<file path="src/rtl/sensor_monitor_pkg.sv">
// Shared types and default constants for the delay-line timing sensor receiver.
package sensor_monitor_pkg;

    // FSM state encoding, 2 bits.
    typedef enum logic [1:0] {
        ST_IDLE    = 2'd0,
        ST_MEASURE = 2'd1,
        ST_REPORT  = 2'd2
    } state_t;

    localparam int   DEF_WIN_CYCLES = 1024;
    localparam logic DEF_EXPECT_LVL = 1'b1;

endpackage

</file>
<file path="src/rtl/sensor_monitor_if.sv">
// Valid/ready result channel between sensor_monitor (master) and the readout logic (slave).
interface sensor_monitor_if #(
    parameter int CNT_W = 11
);
    logic             meas_valid;
    logic             meas_ready;
    logic [CNT_W-1:0] meas_count;

    modport master (output meas_valid, output meas_count, input meas_ready);
    modport slave  (input meas_valid, input meas_count, output meas_ready);
endinterface

</file>
<file path="src/rtl/sensor_monitor_capture.sv">
// Capture flop pair for delayed_clk plus the event compare.
// Kept as its own module so the first capture flop can be preserved and
// placed right next to the delay line; delayed_clk is asynchronous to clk.
module sensor_capture
    import sensor_monitor_pkg::*;
#(
    parameter logic EXPECT_LVL = DEF_EXPECT_LVL
) (
    input  logic clk,
    input  logic rst_n,
    input  logic delayed_clk_i,
    output logic event_o
);

    logic cap_q;
    logic res_q;

    // Capture stage followed by a metastability-resolution stage.
    always_ff @(posedge clk or negedge rst_n) begin
        if (!rst_n) begin
            cap_q <= EXPECT_LVL;
            res_q <= EXPECT_LVL;
        end else begin
            cap_q <= delayed_clk_i;
            res_q <= cap_q;
        end
    end

    assign event_o = (res_q != EXPECT_LVL);

endmodule

</file>
<file path="src/rtl/sensor_monitor.sv">
// Timing-sensor receiver: counts capture events over fixed windows, reports
// each window over a valid/ready channel and keeps a sticky threshold alarm.
// Optional feature macro: SENSOR_MONITOR_PEAK_EN adds a peak window-count register.
//
// state      | meaning
// -----------+------------------------------------------------------
// ST_IDLE    | waiting for enable; counters held
// ST_MEASURE | counting one sample per cycle toward WIN_CYCLES
// ST_REPORT  | result presented on meas_valid until accepted
module sensor_monitor
    import sensor_monitor_pkg::*;
#(
    parameter int   WIN_CYCLES = DEF_WIN_CYCLES,
    parameter int   CNT_W      = $clog2(WIN_CYCLES + 1),
    parameter logic EXPECT_LVL = DEF_EXPECT_LVL
) (
    input  logic             clk,
    input  logic             rst_n,
    input  logic             delayed_clk,
    input  logic             enable,
    input  logic [CNT_W-1:0] threshold,
    sensor_monitor_if.master meas,
    output logic             alarm,
    input  logic             alarm_clr,
    output logic             busy,
    output logic [CNT_W-1:0] peak_count
);

    localparam logic [CNT_W-1:0] LAST_IDX = CNT_W'(WIN_CYCLES - 1);

    state_t           state_q;
    logic [CNT_W-1:0] win_cnt_q;
    logic [CNT_W-1:0] evt_cnt_q;
    logic             meas_valid_q;
    logic [CNT_W-1:0] meas_count_q;
    logic             alarm_q;
    logic             busy_q;

    logic             evt;
    logic [CNT_W-1:0] evt_sum_d;
    logic             win_done_d;
    logic             over_thr_d;

    sensor_capture #(
        .EXPECT_LVL (EXPECT_LVL)
    ) u_capture (
        .clk           (clk),
        .rst_n         (rst_n),
        .delayed_clk_i (delayed_clk),
        .event_o       (evt)
    );

    // Count including the current cycle's sample; the last sample of a window
    // never gets written back to evt_cnt_q, it goes straight to meas_count.
    assign evt_sum_d  = evt_cnt_q + CNT_W'(evt);
    assign win_done_d = (state_q == ST_MEASURE) && enable && (win_cnt_q == LAST_IDX);
    assign over_thr_d = (evt_sum_d > threshold);

    // Window FSM with counters and registered outputs.
    always_ff @(posedge clk or negedge rst_n) begin
        if (!rst_n) begin
            state_q      <= ST_IDLE;
            win_cnt_q    <= '0;
            evt_cnt_q    <= '0;
            meas_valid_q <= 1'b0;
            meas_count_q <= '0;
            busy_q       <= 1'b0;
        end else begin
            case (state_q)
                ST_IDLE: begin
                    if (enable) begin
                        state_q   <= ST_MEASURE;
                        busy_q    <= 1'b1;
                        win_cnt_q <= '0;
                        evt_cnt_q <= '0;
                    end
                end
                ST_MEASURE: begin
                    if (!enable) begin
                        // Partial window is dropped; meas_count keeps the last result.
                        state_q <= ST_IDLE;
                        busy_q  <= 1'b0;
                    end else if (win_cnt_q == LAST_IDX) begin
                        state_q      <= ST_REPORT;
                        busy_q       <= 1'b0;
                        meas_valid_q <= 1'b1;
                        meas_count_q <= evt_sum_d;
                    end else begin
                        win_cnt_q <= win_cnt_q + CNT_W'(1);
                        evt_cnt_q <= evt_sum_d;
                    end
                end
                ST_REPORT: begin
                    if (meas.meas_ready) begin
                        meas_valid_q <= 1'b0;
                        if (enable) begin
                            state_q   <= ST_MEASURE;
                            busy_q    <= 1'b1;
                            win_cnt_q <= '0;
                            evt_cnt_q <= '0;
                        end else begin
                            state_q <= ST_IDLE;
                        end
                    end
                end
                default: begin
                    state_q      <= ST_IDLE;
                    busy_q       <= 1'b0;
                    meas_valid_q <= 1'b0;
                end
            endcase
        end
    end

    // Sticky alarm; a completing over-threshold window beats a same-cycle clear.
    always_ff @(posedge clk or negedge rst_n) begin
        if (!rst_n) begin
            alarm_q <= 1'b0;
        end else if (win_done_d && over_thr_d) begin
            alarm_q <= 1'b1;
        end else if (alarm_clr) begin
            alarm_q <= 1'b0;
        end
    end

`ifdef SENSOR_MONITOR_PEAK_EN
    logic [CNT_W-1:0] peak_q;

    // Running maximum of completed window counts; cleared together with the alarm.
    always_ff @(posedge clk or negedge rst_n) begin
        if (!rst_n) begin
            peak_q <= '0;
        end else if (win_done_d) begin
            if (evt_sum_d > peak_q) begin
                peak_q <= evt_sum_d;
            end
        end else if (alarm_clr) begin
            peak_q <= '0;
        end
    end

    assign peak_count = peak_q;
`else
    assign peak_count = '0;
`endif

    assign meas.meas_valid = meas_valid_q;
    assign meas.meas_count = meas_count_q;
    assign alarm           = alarm_q;
    assign busy            = busy_q;

endmodule
</file>
<file path="src/flat_wrapper.sv">
// flat-port wrapper written by rule: the top's interface ports become plain ports
module sensor_monitor_flat import sensor_monitor_pkg::*;
#(
    parameter int   WIN_CYCLES = DEF_WIN_CYCLES,
    parameter int   CNT_W      = $clog2(WIN_CYCLES + 1),
    parameter logic EXPECT_LVL = DEF_EXPECT_LVL
)
  (clk, rst_n, delayed_clk, enable, threshold, alarm, alarm_clr, busy, peak_count, meas_meas_valid, meas_meas_count, meas_meas_ready);
  sensor_monitor_if #(.CNT_W(CNT_W)) meas_i ();
  input  logic clk;
  input  logic rst_n;
  input  logic delayed_clk;
  input  logic enable;
  input  logic [CNT_W-1:0] threshold;
  output logic alarm;
  input  logic alarm_clr;
  output logic busy;
  output logic [CNT_W-1:0] peak_count;
  output wire logic [$bits(meas_i.meas_valid)-1:0] meas_meas_valid;
  output wire logic [$bits(meas_i.meas_count)-1:0] meas_meas_count;
  input wire logic [$bits(meas_i.meas_ready)-1:0] meas_meas_ready;
  assign meas_meas_valid = meas_i.meas_valid;
  assign meas_meas_count = meas_i.meas_count;
  assign meas_i.meas_ready = meas_meas_ready;
  sensor_monitor #(.WIN_CYCLES(WIN_CYCLES), .CNT_W(CNT_W), .EXPECT_LVL(EXPECT_LVL)) u_core (.clk(clk), .rst_n(rst_n), .delayed_clk(delayed_clk), .enable(enable), .threshold(threshold), .meas(meas_i), .alarm(alarm), .alarm_clr(alarm_clr), .busy(busy), .peak_count(peak_count));
endmodule
</file>
<file path="config.mk">
export PLATFORM = sky130hd
export DESIGN_NAME = sensor_monitor_flat
export DESIGN_NICKNAME = d
export VERILOG_FILES = /design/src/rtl/sensor_monitor_pkg.sv /design/src/rtl/sensor_monitor_if.sv /design/src/rtl/sensor_monitor_capture.sv /design/src/rtl/sensor_monitor.sv /design/src/flat_wrapper.sv
export SDC_FILE = /design/constraint.sdc
export NUM_CORES = 1
export LEC_CHECK = 0
export CAP_MARGIN = 20
export CORE_ASPECT_RATIO = 0.9
export CORE_UTILIZATION = 47
export CTS_BUF_LIST = sky130_fd_sc_hd__clkbuf_16
export DETAILED_ROUTE_END_ITERATION = 8
export PLACE_DENSITY_LB_ADDON = 0.12
export SYNTH_ARGS = -nofsm -noshare
export SYNTH_HDL_FRONTEND = slang
export SYNTH_HIERARCHICAL = 1
export SYNTH_SLANG_ARGS = --single-unit
export TNS_END_PERCENT = 10
</file>
<file path="constraint.sdc">
create_clock -name clk -period 2.42 [get_ports clk]
set_input_delay 0.242 -clock clk [delete_from_list [all_inputs] [get_ports clk]]
set_output_delay 0.242 -clock clk [all_outputs]
set_load 0.05 [all_outputs]
</file>
Word level (Yosys, flattened, before mapping):

Cells that the tools add are included.

* input bits: 17
* word-level logic and storage cells: 61
* register bits after elaboration: 40

* reduce and logical (&&, ||, !) cells: 11
* bitwise operators: 2
* eq/ne operators: 9
* muxes and demuxes: 27
* add/sub/neg operators: 2
* magnitude comparators: 1

Operators with widths (number)
* 11-bit two-way mux: 8
* 11-bit case mux with 3 select lines: 2
* 11-bit by 1-bit adder with 11-bit output: 1
* 11-bit by 1-bit adder with 11-bit output (second input constant): 1
* 11-bit by 10-bit == test with 1-bit output (second input constant): 1
* 11-bit greater-than comparator: 1
* 1-bit two-way mux: 10
* 2-bit inequality test (second input constant): 5
* 2-bit two-way mux: 4
* 4-bit AND reduction: 2
* 1-bit case mux with 3 select lines: 2
* 2-bit case mux with 3 select lines: 1
* 3-bit AND reduction: 2
* 1-bit logical AND: 3
* 3-bit inequality test (second input constant): 1
* 3-bit nonzero test: 1
* 2-bit by 1-bit == test with 1-bit output (second input constant): 1
* 2-bit == test (second input constant): 1
* 2-bit logical NOT: 1
* 1-bit NOT: 2
* 2-bit AND reduction: 1
* 2-bit nonzero test: 1

Longest topological paths before layout:

Gate-level depths: netlist of the first run.

* depth in word-level cells: 5
* mapped depth: 11
* gate-level depth less buffers: 11

Cells and area by module:

Netlist of the first run, hierarchy kept.

By module, submodules not included
* sensor_monitor: cells an instance 217, times used 1, seq. area each 950.9 um^2, area each 2215.9 um^2
* sensor_capture: cells an instance 3, times used 1, seq. area each 52.6 um^2, area each 56.3 um^2

Worst setup path before layout of the first run:

OpenSTA, ideal clock, no wires.

* path kind: register to register
* start: reg u_core.u_capture.res_q
* end: reg u_core.alarm_q (netlist: u_core/alarm)
* arrival: 2335 ps
* path buffers: 0
* cell stages (with the launch flop): 12
* slack: -58 ps
* clock period less this slack: 2478 ps
* library setup time: 143 ps
* path through: dfstp_2 > inv_1 > ha_1 > ha_1 > nand2_1 > nor4_1 > xor2_1 > ha_1 > a21oi_1 > o21ai_0 > a2111oi_0 > o22ai_1

* word-level cells in the longest chain between the ends: 5
* elaborated cells between the ends (all ways): 6
* those cells by class: add/sub (1); order compare (1); mux (1); bitwise (1); reduce/logical (2)

Ends and longest elaborated chain
* start: declaration: line sensor_monitor_capture.sv:16 `logic res_q;`
* start signal: assignment: line sensor_monitor_capture.sv:25 `res_q <= cap_q;`
* 1-bit NOT *: line sensor_monitor_capture.sv:29 `assign event_o = (res_q != EXPECT_LVL);`
* net u_core.evt: line sensor_monitor.sv:39 `logic evt;`
* 11-bit by 1-bit adder with 11-bit output *: line sensor_monitor.sv:55 `assign evt_sum_d = evt_cnt_q + CNT_W'(evt);`
* net u_core.evt_sum_d[10]: line sensor_monitor.sv:40 `logic [CNT_W-1:0] evt_sum_d;`
* 11-bit greater-than comparator *: line sensor_monitor.sv:57 `assign over_thr_d = (evt_sum_d > threshold);`
* 1-bit logical AND *: line sensor_monitor.sv:119 `end else if (win_done_d && over_thr_d) begin`
* 1-bit two-way mux or 2-bit nonzero test (tied branches)
* end signal: assignment: line sensor_monitor.sv:118 `alarm_q <= 1'b0;`
* end signal: assignment: line sensor_monitor.sv:120 `alarm_q <= 1'b1;`
* end signal: assignment: line sensor_monitor.sv:122 `alarm_q <= 1'b0;`
* end: declaration: line sensor_monitor.sv:36 `logic alarm_q;`

Mark *: on every way through the listed nets, which the timed path passes. The rest lies on a longest branch.
A chain may end at the register's enable or synchronous reset.

Worst setup path in the final report of the first run:

Ends and elaborated chain as after synthesis.

==> metrics.md, run 1 <==
| Metric | Value |
|---|---|
| Gp weighted congestion | `a little under 0.8` |
| CTS clock-pin slew for the worst setup and hold paths | `0.06 ns` |
| Largest net degree at the start of global routing | `around 40` |
| Drt pass-1 iters | `4` |
| HP Class | `in -> async` |
| Post-Synthesis Cells | `220` |
| Combinational share of power | `approximately 14%` |
| Num CTS Buffers | `5` |
| First-pass GRT wire length | `approximately 8.0 mm` |
| Worst path required time | `2.58 ns` |
| Async set-or-reset flop fraction in the synthesized netlist | `100%` |
| Clk sinks | `40` |
| Die area | `slightly above 5000 µm²` |
| Remaining Overflow, GRT | `0` |
| Seq pwr share | `around two fifths` |
| Worst-path maximum fanout | `4` |
| Final Cycle Share | `a little over nine tenths` |
| Share of layout cells above drive strength 1 | `around 24%` |
| RSZ-0062 raised after global routing | `yes` |
| Slowest Stage Delay on Critical Path | `roughly 0.52 ns` |
| Clk_lat worst skew | `between 0.2 and 0.3 ns` |
| Initial antenna violation count | `0` |
| Nature of the critical path endpoint | `flip-flop` |
| EDFF count, synth | `0` |
| Crit path time final | `2.35 ns` |
| Max-cap violations | `0` |
| Clock share of power | `approximately 44%` |
| Sw frac | `25.6%` |
| Starting DRT DRC Count | `97` |
| Area leader, netlist | `dfrtp_1` |
| Syn-to-layout area delta | `33.9%` |
| Layout Nets | `300` |
| Root Buffer | `clkbuf_16` |
| Core area | `between 4000 and 5000 µm²` |
| Final worst slack | `~0.069 ns` |
| Worst slew margin | `between 40 and 50%` |
| Synthesized area | `between 2000 and 2500 µm²` |
| Crit-path slowest cell | `dfstp_2` |
| Fillers | `375` |
| Initial core utilization | `about 50%` |
| Final WL | `4.79 mm` |
| Boundary Pins | `42` |
| DR top layer | `met4` |
| Leakage power total | `around 1.4 nW` |
| Via count | `about 1800` |
| Metal3 WL | `~180 µm` |
| Worst Setup Start Kind | `flip-flop` |
| Internal power component | `~1.3 mW` |
| Synth unique cells | `between 40 and 50` |
| Avg Synthesized Cell Area | `roughly 10 µm²` |
| Met1 WL | `2.40 mm` |
| Kind of critical path | `reg -> reg` |
| Vias in the first global route | `~1700` |
| Max-slew violation count | `0` |
| Synth Flop Type | `dfrtp_1` |
| Die X | `75.3 µm` |
| Endpoints failing setup | `0` |
| CTS tree | `yes` |
| Worst Tran Pin Value | `around 0.89 ns` |
| Fmax | `roughly 430 MHz` |
| Net Switching | `~0.44 mW` |
| Final Hold Viols | `0` |
| Critical Path, Cell by Cell | `inv_2 > ha_4 > ha_4 > xor2_1 > ha_1 > a21oi_1 > a21oi_2 > a2111oi_4 > o22ai_1` |
| Met2 wire len | `2.18 mm` |
| Clk buf depth | `2` |
| Final core occ | `66.9%` |
| Sequential share of the synthesized area | `44.2%` |
| Most common library cell in the layout ignoring fill and taps | `dfrtp_1` |
| Routed wire length per instance | `approximately 14 µm` |
| H-Tree Depth | `2` |
| Antenna-violating nets left | `0` |
| Via density per instance | `between 5 and 6` |
| Port Buf Inserts | `30` |
| Pwr dens | `565 nW/µm²` |
| Most frequent cells in the layout | `dfrtp_1 (38), clkdlybuf4s50_1 (29), buf_4 (19), inv_1 (18), mux2_2 (12)` |
| Num rows | `23` |
| Largest cells by area after synthesis | `dfrtp_1 (42%), ha_1 (7.7%), mux2_2 (5.9%), buf_4 (4.0%), a22o_1 (3.5%)` |
| CP dominant cell by count | `ha_4` |
| Chip height | `roughly 68 µm` |
| Seq cells post-synth | `40` |
| Worst slack, placed | `-0.166 ns` |
| DRC Markers | `0` |
| IR Drop Worst-Case VDD | `~470 µV` |
| Status | `completed` |
| Yosys Warn Count | `6` |
| Number of diodes | `0` |
| GRT Util Overall | `a little over a fifth` |
| DP HPWL | `around 3.3 mm` |
| Critical path arrival | `about 2.5 ns` |
| Yosys top cell area share | `approximately two fifths` |
| Worst Skew | `approximately 0.0083 ns` |
-- per-stage QoR --
step,setup TNS [ns],instances,hold WS (ns),area (µm²),power (mW)
3_5_place_dp,-0.166,321,0.367,2700,0.938
6_report,0,332,0.0896,3040,1.72
5_1_grt,-0.0374,332,0.164,3040,1.79
4_1_cts,0,330,0.115,2970,1.72
3_3_place_gp,-0.0503,321,0.364,2700,0.935
2_1_floorplan,0,230,-0.0536,2320,0.873
-- power groups by stage --
stage | logic (mW) | registers, mW | clock network (mW)
2_1_floorplan | 0.144 | 0.729 | 0
3_3_place_gp | 0.209 | 0.727 | 0
3_5_place_dp | 0.212 | 0.727 | 0
4_1_cts | 0.240 | 0.720 | 0.763
5_1_grt | 0.274 | 0.725 | 0.788
6_report | 0.249 | 0.721 | 0.751
-- cell type report --
type                            count  area, µm²  share of cell area, %
Sequential cell                    40       1000                   33.0
Inverter                           19       71.3                   2.34
Multi-Input combinational cell    154       1280                   42.2
Clock inverter                      3       42.5                   1.40
Clock buffer                        5        125                   4.11
Timing Repair Buffer               49        438                   14.4
Tap cell                           62       77.6                   2.55
-- kinds of logic (layout without fill, tap and decap cells) --
logic type	count (synthesis)	count (layout)	synth area share, %
adder cells (fa/ha/maj)	14	14	7.71
AO/OA/AOI/OAI	50	50	15.4
multiplexers	13	13	6.39
buffers and inverters	36	76	8.04
AND/OR/NAND/NOR	57	57	14.7
XOR/XNOR	9	9	3.47
other	1	11	0.165
flip-flops	40	40	44.2
-- critical path, delay by kind of cell (launching register included) --
| kind | cells | cell delay (ns) |
|---|---|---|
| xor gates and xnor gates | 1 | 0.25 |
| AOI/OAI and AO/OA | 4 | 0.74 |
| DFF | 1 | 0.52 |
| adders and majority gates | 3 | 0.67 |
| buffers and inverters | 1 | 0.04 |
-- layer usage --
layer  up-vias  track usage, %
li1        881               -
met1       864            30.2
met2        45            32.5
met3         2            6.63
met4         0            5.56
met5         -               0
-- state kept, by name, summed over array words and instances, names as in the netlist --
| register | cells |
|---|---|
| u_core/evt_cnt_q | 11 |
| u_core/busy | 1 |
| u_core/u_capture/cap_q | 1 |
| u_core/alarm | 1 |
| u_core/u_capture/res_q | 1 |
| u_core/meas.meas_count | 11 |
| u_core/state_q | 2 |
| u_core/meas.meas_valid | 1 |
| u_core/win_cnt_q | 11 |
-- path summary, 6_finish.rpt --
check                                             from                   endpoint  slack, ns  cells past startpoint
worst max-delay path            u_core/u_capture/res_q               u_core/alarm       0.07                      9
worst min-delay path                             rst_n  u_core/meas.meas_count[9]       0.09                      1
worst max register to register  u_core/u_capture/res_q               u_core/alarm       0.07                      9
worst min register to register  u_core/u_capture/cap_q     u_core/u_capture/res_q       0.38                      0
max in group asynchronous                        rst_n        u_core/evt_cnt_q[3]       1.78                      1
min in group clk                           delayed_clk     u_core/u_capture/cap_q       0.36                      1
-- synthesized netlist by cell type (all sizes together), types with 2 or more instances --
cell type	instances
nand2b	2
and3b	2
a21oi	13
o21ai	5
nand3	8
nand4	5
nand2	14
a22o	9
nor2	4
xor2	5
o31a	2
nor3	3
nor4	3
a21o	3
or3	2
dfstp	2
xnor2	4
a31oi	3
clkbuf	3
inv	19
nand3b	2
o31ai	6
mux2	12
ha	14
buf	14
or4	6
nor2b	3
dfrtp	38
-- timing repair --
item,CTS,global route
buffers inserted,2,2
gates resized for setup,18,9
pin swaps,10,10
endpoints found under the setup margin,1,1
gates cloned,0,0
hold buffers,0,0
Note: power is estimated with default switching activity, not from simulation.
==> run 2: changes to the inputs <==
Settings changed: ABC_AREA set to 1, CORE_UTILIZATION 47 to 48.
==> run 2 against run 1 <==
  * Hold slack better by 0.0011 ns
  * Combinational power is 23% higher
  * Register-to-register slack better by 0.12 ns
  * Largest cell class unchanged
  * Largest power group is now registers
  * Final cell count is 23% higher
==> metrics.md, run 2 <==
| Metric | Value |
|---|---|
| Die area | `5380 µm² (was 5120 µm²)` |
| Final WL | `5.05 mm (was 4.79 mm)` |
| Seq cells post-synth | `40 (unchanged)` |
| Worst Tran Pin Value | `0.909 ns (was 0.889 ns)` |
| Status | `completed (unchanged)` |
| Synth unique cells | `29 (was 48)` |
| Synth Flop Type | `dfrtp_1 (unchanged)` |
| EDFF count, synth | `0 (unchanged)` |
| Clock share of power | `41.3% (was 43.6%)` |
| Most common library cell in the layout ignoring fill and taps | `nand2_1 (was dfrtp_1)` |
| CP bufs+invs | `2 (was 1)` |
| Antenna-violating nets left | `0 (unchanged)` |
| Drt pass-1 iters | `6 (was 4)` |
| Num rows | `24 (was 23)` |
| Critical path arrival | `2.41 ns (was 2.51 ns)` |
| Crit-path leading delay family | `simple AND/OR/NAND/NOR gates (was compound AO/OA/AOI/OAI gates)` |
| Worst-path maximum fanout | `4 (unchanged)` |
| Count leader, synth | `nand2_1 (was dfrtp_1)` |
| Synthesized area | `2440 µm² (was 2270 µm²)` |
| Initial antenna violation count | `0 (unchanged)` |
| Num CTS Buffers | `5 (unchanged)` |
| Setup tns final | `0 ns (unchanged)` |
| Chip height | `69.7 µm (was 68.0 µm)` |
| CP dominant cell by count | `nand2_1 (was ha_4)` |
| Design area | `2960 µm² (was 3040 µm²)` |
| Max-cap violations | `0 (unchanged)` |
| Clk buf depth | `2 (unchanged)` |
| Yosys Warn Count | `6 (unchanged)` |
| CTS tree | `yes (unchanged)` |
| RSZ-0062 raised after global routing | `no (was yes)` |
| Net Switching | `0.502 mW (was 0.440 mW)` |
| Fillers | `441 (was 375)` |
| Design Power | `1.79 mW (was 1.72 mW)` |
| Most frequent cells in the layout | `nand2_1 (95), inv_1 (51), dfrtp_1 (38), clkdlybuf4s50_1 (29), nand3_1 (17) (was dfrtp_1 (38), clkdlybuf4s50_1 (29), buf_4 (19), inv_1 (18), mux2_2 (12))` |
| CTS Hold Bufs | `0 (unchanged)` |
| Sequential share of the synthesized area | `41.1% (was 44.2%)` |
| Layout Nets | `374 (was 300)` |
| Area leader, netlist | `dfrtp_1 (unchanged)` |
| Post-synth top cells | `nand2_1 (96), inv_1 (50), dfrtp_1 (38) (was dfrtp_1 (38), inv_1 (19), ha_1 (14), nand2_1 (14), a21oi_1 (13))` |
| DRC Markers | `0 (unchanged)` |
| Root Buffer | `clkbuf_16 (unchanged)` |
| Crit-path slowest cell | `dfstp_2 (unchanged)` |
| CTS clock-pin slew for the worst setup and hold paths | `0.06 ns (about the same)` |
| Gp weighted congestion | `0.844 (was 0.772)` |
| Routed wire length per instance | `12.3 µm (was 14.4 µm)` |
| Worst Skew | `0.00415 ns (was 0.00825 ns)` |
| IR Drop Worst-Case VDD | `372 µV (was 467 µV)` |
| Post-Synthesis Cells | `307 (was 220)` |
| Boundary Pins | `42 (unchanged)` |
| Share of layout cells above drive strength 1 | `11.0% (was 24.4%)` |
| Critical Path, Cell by Cell | `inv_1 > ha_1 > ha_2 > nand2_2 > nor2_4 > nand3_2 > xor2_2 > ha_1 > nand2_1 > inv_1 > nand2_1 > nor2_2 > nand3b_1 > nand3_1 > nand2_1 (was inv_2 > ha_4 > ha_4 > xor2_1 > ha_1 > a21oi_1 > a21oi_2 > a2111oi_4 > o22ai_1)` |
| Via count | `1921 (was 1792)` |
| Final Cycle Share | `92.3% (was 97.1%)` |
| Leakage power total | `1.51 nW (was 1.42 nW)` |
| Pwr dens | `604 nW/µm² (was 565 nW/µm²)` |
| Starting DRT DRC Count | `114 (was 97)` |
| Syn-to-layout area delta | `21.4% (was 33.9%)` |
| Combinational share of power | `17.1% (was 14.5%)` |
| DP HPWL | `3.57 mm (was 3.31 mm)` |
| Slowest Stage Delay on Critical Path | `0.36 ns (was 0.52 ns)` |
| DP Area | `2760 µm² (was 2700 µm²)` |
| Number of diodes | `0 (unchanged)` |
| Fmax | `448 MHz (was 425 MHz)` |
| Via density per instance | `4.70 (was 5.40)` |
| HP Class | `in -> async (unchanged)` |
| Async set-or-reset flop fraction in the synthesized netlist | `100% (unchanged)` |
| GRT Util Overall | `21.2% (was 21.6%)` |
| Avg Synthesized Cell Area | `7.96 µm² (was 10.3 µm²)` |
| Post-CTS resize count | `0 (was 18)` |
| H-Tree Depth | `2 (unchanged)` |
| Worst slew margin | `39.4% (was 40.7%)` |
| Nature of the critical path endpoint | `flip-flop (unchanged)` |
| Remaining Overflow, GRT | `0 (unchanged)` |
| Postcts setup bufs | `0 (was 2)` |
| Seq pwr share | `41.6% (was 41.9%)` |
| Sw frac | `28.0% (was 25.6%)` |
| Port Buf Inserts | `30 (unchanged)` |
| Worst Setup Start Kind | `flip-flop (unchanged)` |
| Initial core utilization | `50.2% (was 50.0%)` |
| Vias in the first global route | `1855 (was 1661)` |
| Kind of critical path | `reg -> reg (unchanged)` |
| Yosys top cell area share | `38.9% (was 41.9%)` |
| Largest net degree at the start of global routing | `41 (unchanged)` |
| Clk_lat worst skew | `0.28 ns (about the same)` |
| First-pass GRT wire length | `8.71 mm (was 7.96 mm)` |
| Max-slew violation count | `0 (unchanged)` |
| Clk sinks | `40 (unchanged)` |
| Largest cells by area after synthesis | `dfrtp_1 (39%), nand2_1 (15%), inv_1 (7.7%), ha_1 (7.2%), nand3_1 (3.7%) (was dfrtp_1 (42%), ha_1 (7.7%), mux2_2 (5.9%), buf_4 (4.0%), a22o_1 (3.5%))` |
| Worst path required time | `2.59 ns (was 2.58 ns)` |
| Die X | `77.2 µm (was 75.3 µm)` |
| Crit path time final | `2.23 ns (was 2.35 ns)` |
| Final Hold Viols | `0 (unchanged)` |
| Core area | `4860 µm² (was 4550 µm²)` |
| Endpoints failing setup | `0 (unchanged)` |
| Internal power component | `1.29 mW (was 1.28 mW)` |
run 2: changes by cell type in the layout (fill, tap and decap cells not counted), sizes merged, moves of 5 or more:
cell and delta:
xor2 +5, nand2 +86, inv +32, o21ai +15, a22o -9, or4 -6
mux2 -12, buf -16, a21oi -8, nand3 +11, o31ai -6, nor2 +14
run 2: routing by layer:
| layer | wire, µm | global-route usage [%] |
|---|---|---|
| met2 | 2170 | 32.0 |
| met4 | 69 | 7.97 |
| met3 | 176 | 5.13 |
| met1 | 2640 | 29.3 |
| met5 | 0 | 0 |
run 2: logic make-up after synthesis:
group	count (synthesis)	synth area share, %
AO/OA/AOI/OAI	31	8.15
XOR/XNOR	12	4.30
adder cells (fa/ha/maj)	14	7.17
buffers and inverters	65	12.6
flip-flops	40	41.1
other	1	0.154
AND/OR/NAND/NOR	144	26.5
run 2: worst paths after layout:
kind,start,end,slack (ns),depth (start not counted)
worst max-delay path,u_core/u_capture/res_q,u_core/alarm,0.19,15
worst min-delay path,rst_n,u_core/meas.meas_count[5],0.09,1
worst max register to register,u_core/u_capture/res_q,u_core/alarm,0.19,15
worst min register to register,u_core/u_capture/cap_q,u_core/u_capture/res_q,0.37,0
max in group asynchronous,rst_n,u_core/meas.meas_count[7],1.76,1
min in group clk,delayed_clk,u_core/u_capture/cap_q,0.37,1
run 2: layout make-up:
type	instances	area, µm²	area share [%]
clock buffer	5	125	4.22
tap	65	81.3	2.74
inverter	51	191	6.46
timing repair buffer	33	318	10.7
clock inverter	3	38.8	1.31
sequential	40	1000	33.9
multi-input combinational	212	1210	40.7
run 2: metrics by stage:
| step | setup slack [ns] | std cells | hold slack [ns] | utilization (%) |
|---|---|---|---|---|
| final | 0.186 | 409 | 0.0907 | 60.9 |
| after global routing | 0.0103 | 409 | 0.175 | 60.9 |
| after CTS | 0.0666 | 409 | 0.136 | 60.2 |
| after detailed placement | 0.0783 | 401 | 0.370 | 56.8 |
| after global placement | 0.191 | 401 | 0.367 | 56.8 |
| after floorplan | 0.250 | 317 | -0.0536 | - |
run 2: power by group through the flow:
stage	registers (mW)	logic (mW)	clock network (mW)
4_1_cts	0.744	0.308	0.758
6_report	0.745	0.307	0.740
3_3_place_gp	0.754	0.299	0
2_1_floorplan	0.762	0.222	0
5_1_grt	0.748	0.345	0.790
3_5_place_dp	0.755	0.304	0
